`src/rtl/register_file_32x32.sv`:
```
// Architectural register file: two combinational read ports, one clocked write port.
// Entry 0 always reads zero; BYPASS forwards a pending write to the read ports in the same cycle.
module register_file_32x32 #(
    parameter int DATA_WIDTH = 32,
    parameter int ADDR_WIDTH = 5,
    parameter bit BYPASS     = 1'b1
) (
    input  logic                  clk,
    input  logic                  reset,
    input  logic [ADDR_WIDTH-1:0] read_reg1,
    input  logic [ADDR_WIDTH-1:0] read_reg2,
    input  logic [ADDR_WIDTH-1:0] write_reg,
    input  logic [DATA_WIDTH-1:0] write_data,
    input  logic                  reg_write,
    output logic [DATA_WIDTH-1:0] read_data1,
    output logic [DATA_WIDTH-1:0] read_data2
);

    localparam int DEPTH = 1 << ADDR_WIDTH;

    logic [DATA_WIDTH-1:0] regs_q [DEPTH];
    logic [DATA_WIDTH-1:0] regs_d [DEPTH];
    logic                  wr_en;

    // A write is only live outside reset and never targets the zero register.
    assign wr_en = reg_write && !reset && (write_reg != '0);

    always_comb begin
        regs_d = regs_q;
        if (wr_en) begin
            regs_d[write_reg] = write_data;
        end
        regs_d[0] = '0;
    end

    always_ff @(posedge clk or posedge reset) begin
        if (reset) begin
            for (int i = 0; i < DEPTH; i++) begin
                regs_q[i] <= '0;
            end
        end else begin
            regs_q <= regs_d;
        end
    end

    // Zero-register and reset forcing take priority over forwarding.
    always_comb begin
        read_data1 = regs_q[read_reg1];
        read_data2 = regs_q[read_reg2];
        if (BYPASS && wr_en && (read_reg1 == write_reg)) begin
            read_data1 = write_data;
        end
        if (BYPASS && wr_en && (read_reg2 == write_reg)) begin
            read_data2 = write_data;
        end
        if (reset || (read_reg1 == '0)) begin
            read_data1 = '0;
        end
        if (reset || (read_reg2 == '0)) begin
            read_data2 = '0;
        end
    end

endmodule
```
`config.mk`:
```
export PLATFORM = sky130hd
export DESIGN_NAME = register_file_32x32
export DESIGN_NICKNAME = d
export VERILOG_FILES = /design/src/rtl/register_file_32x32.sv
export SDC_FILE = /design/constraint.sdc
export NUM_CORES = 2
export LEC_CHECK = 0
export ABC_CLOCK_PERIOD_IN_PS = 63400
export CAP_MARGIN = 20
export CORE_MARGIN = 5
export CORE_UTILIZATION = 55
export DETAILED_ROUTE_END_ITERATION = 8
export GPL_ROUTABILITY_DRIVEN = 0
export GPL_TIMING_DRIVEN = 0
export MAX_ROUTING_LAYER = met4
export PLACE_DENSITY = 0.74
export SYNTH_ARGS = -nofsm -noshare
export SYNTH_HDL_FRONTEND = slang
export SYNTH_SLANG_ARGS = --single-unit
```
`constraint.sdc`:
```
create_clock -name clk -period 63.4 [get_ports clk]
set_clock_uncertainty 0.2 [all_clocks]
set_input_delay 12.68 -clock clk [delete_from_list [all_inputs] [get_ports clk]]
set_output_delay 12.68 -clock clk [all_outputs]
set_load 0.05 [all_outputs]
```
==> out/results.tsv <==
stage	metric	value	unit
worst_setup_path	path_max_fanout	10	
clock_network	tritoncts	built	
routing	drcViolationCount	2	
clock_network	clockBufferDepth	3	
synth	synth_most_common_cell	mux2_2	
routing	drt_wl_total	209700	µm
worst_hold_path	hold_class	flip-flop to flip-flop	
worst_setup_path	startpoint_type	input port	
floorplan	dieArea	0.1051	mm²
floorplan	core_area	0.09813	mm²
synth	yosysSeqAreaShare	45.74	%
layout	reg_top3	regs_q: 992 flops	
power_and_ir_drop	power_frac_clock	36.7	%
floorplan	start_util	55.31	%
clock_network	clk_pin_slew	60	ps
synth	synth_top_family_by_area	multiplexers	
synth	synth-simple-area-share	2.582	%
power_and_ir_drop	seqPwrFrac	43.6	%
grt	grtUsageTotal	40.89	%
power_and_ir_drop	sw_frac_of_total	28.96	%
grt	grt_pass1_wl	292200	µm
sta	worst_pin_slew	1228	ps
routing	wl_per_cell	38.38	µm
power_and_ir_drop	leakage	27.13	nW
synth	synthTopCellsByArea	dfrtp_1 (46%), mux2_2 (24%), mux4_2 (15%)	
sta	setup_ws	32740	ps
sta	slew_headroom	18.14	%
power_and_ir_drop	cell_internal_pwr	1.275	mW
power_and_ir_drop	power_frac_comb	19.7	%
worst_setup_path	critPathMostFrequentCell	clkdlybuf4s50_1	
grt	grt_max_degree	131	
worst_setup_path	critPathKind	input port to output port	
sta	rsz0062_at_grt	false	
sta	finalHoldViolCount	0	
power_and_ir_drop	p_sw	519.7	µW
clock_network	cts_resized	0	
floorplan	die_x	324.1	µm
synth	synth_top_area_share	45.74	%
routing	drtIter0Drc	6057	
synth	yosys_warnings	0	
routing	via_per_inst	7.315	
routing	vias	39970	
floorplan	core.rowCount	115	
worst_setup_path	critPathTopFamily	buffers and inverters	
worst_setup_path	endpoint_kind	output port	
clock_network	cts.htree.levels	3	
routing	firstDrtPassIters	9	
synth	synthXorXnorAreaFrac	0.1614	%
layout	multi_input_area	0.02724	mm²
grt	grt-ovfl-total	0	
worst_setup_path	path_cells	clkdlybuf4s50_1, buf_2, buf_4, nor2b_1, clkbuf_1, a221oi_1, o21ai_0, a31oi_1, a21oi_1, clkdlybuf4s50_1	
routing	postRouteAntennaNets	0	
synth	syn_inst	3847	
worst_setup_path	crit_path_top_delay_cell	clkdlybuf4s50_1	
synth	synth-adder-area-share	0	%
worst_setup_path	critPathMaxStageDelay	950	ps
clock_network	cts_sinks	992	
placement	portBuffers	104	
synth	synth_compound_area_share	5.726	%
synth	synth_area	0.05428	mm²
sta	whs	314.3	ps
layout	regArea	0.02482	mm²
synth	synthMuxAreaShare	41.72	%
synth	synth_fp_nets	3897	
layout	fill_cells	7422	
synth	synth-seq-cells	992	
synth	avgSynthCellArea	14.11	µm²
sta	tns	0	ps
flow_run	cap_violations	0	
synth	synthFlopType	dfrtp_1	
grt	grt_pass1_vias	38910	
clock_network	cts_setup_buffers	0	
worst_setup_path	worst_ep_required_time	50520	ps
synth	synthTopCellsByCount	mux2_2 (1167), dfrtp_1 (992), mux4_2 (361), clkbuf_1 (155), buf_2 (131)	
synth	synth_edf_count	0	
power_and_ir_drop	power.density	29.43	mW/mm²
layout	finish.net_count	4125	
layout	largest_reg_flops	992	
floorplan	die_y	324.1	µm
synth	async_flop_share	100.0	%
power_and_ir_drop	ir_drop	25.49	µV
grt	antenna_found_initial	16	
sta	setup_viol	0	
sta	post-route-period-util	48.36	%
sta	slew_viol_final	0	
worst_setup_path	cp_num_buf_inv	5	
clock_network	worstSkewPairLatency	680	ps
floorplan	io_pins	114	
layout	areaGrowthSynthToFinish	12.34	%
sta	fmax	0.03261	GHz
synth	yosysTopAreaCell	dfrtp_1	
clock_network	cts-root-buf	clkbuf_16	
synth	synth.distinct_cells	50	
clock_network	cts_inserted_buffers	106	
worst_setup_path	critPathArrivalTime	17780	ps
status	status	finished, violations left	
clock_network	ctsHoldBuffers	0	
status	violations	DRC	
layout	top_register	regs_q	
placement	post-place-ws	33230	ps
layout	drive_above_1_share	46.86	%
sta	min_period	30660	ps
placement	hpwl	154800	µm
-- kinds of logic (layout without fill, tap and decap cells) --
logic type,after synthesis,in the layout
mux,1664,1664
flops,992,992
compound gates,476,476
buf+inv,421,731
simple gates,284,284
xor+xnor,10,10
other cells,0,20
-- layout by cell type (no fill, tap or decap), types with 27 or more instances in the layout --
cell,instances
buf_1,45
clkbuf_16,108
nor3_1,43
o22ai_1,57
o221ai_1,30
buf_4,46
a31oi_1,38
mux2i_1,125
a22o_1,31
buf_6,39
clkbuf_1,169
a22oi_1,67
mux4_2,361
clkdlybuf4s50_1,104
mux2_2,1167
nand3_1,27
o21ai_0,100
dfrtp_1,992
a21oi_1,92
buf_2,132
nand2_1,85
nor2_1,43
a221oi_1,38
-- power by group through the flow --
stage	Sequential, mW	Combinational, mW	Clock, mW
4_1_cts	0.778	0.340	0.656
3_5_place_dp	0.789	0.338	0
2_1_floorplan	0.769	0.241	0
3_3_place_gp	0.785	0.328	0
5_1_grt	0.791	0.366	0.680
6_report	0.783	0.353	0.658
-- per-layer routing --
metal | wire length (µm) | GRT usage [%]
met1 | 71700 | 48.67
met4 | 18560 | 26.61
met5 | 0 | -
met2 | 85960 | 54.67
met3 | 33490 | 20.48
-- final timing paths --
path | startpoint | endpoint | slack, ps | cells after the start
min reg2reg | regs_q[375]$_DFFE_PP0P_ | regs_q[375]$_DFFE_PP0P_ | 310 | 1
min in group asynchronous | reset | regs_q[188]$_DFFE_PP0P_ | 12800 | 2
max | read_reg1[2] | read_data1[22] | 32740 | 10
max in group asynchronous | reset | regs_q[823]$_DFFE_PP0P_ | 47900 | 6
min | regs_q[375]$_DFFE_PP0P_ | regs_q[375]$_DFFE_PP0P_ | 310 | 1
max reg2reg | regs_q[356]$_DFFE_PP0P_ | regs_q[356]$_DFFE_PP0P_ | 62360 | 1
-- layout make-up --
cell class / instances / area share [%]
diodes: 20 / 0.08208
well taps: 1287 / 2.641
inverters: 5 / 0.04309
multi-input cells: 2434 / 44.68
clock buffers: 148 / 5.105
clock inverters: 42 / 0.8536
repair buffers: 120 / 2.290
flip-flops and latches: 992 / 40.71
plain buffers: 416 / 3.593
-- through the flow --
stage | utilization (%) | instances | area, µm² | power [mW]
floorplan | - | 3847 | 54280 | 1.010
global route | 62.12 | 5458 | 60960 | 1.836
global placement | 58.01 | 5238 | 56930 | 1.113
CTS | 62.01 | 5440 | 60850 | 1.774
finish | 62.14 | 5464 | 60970 | 1.794
detailed placement | 58.31 | 5250 | 57220 | 1.127
Power figures use the tool's default switching activity.
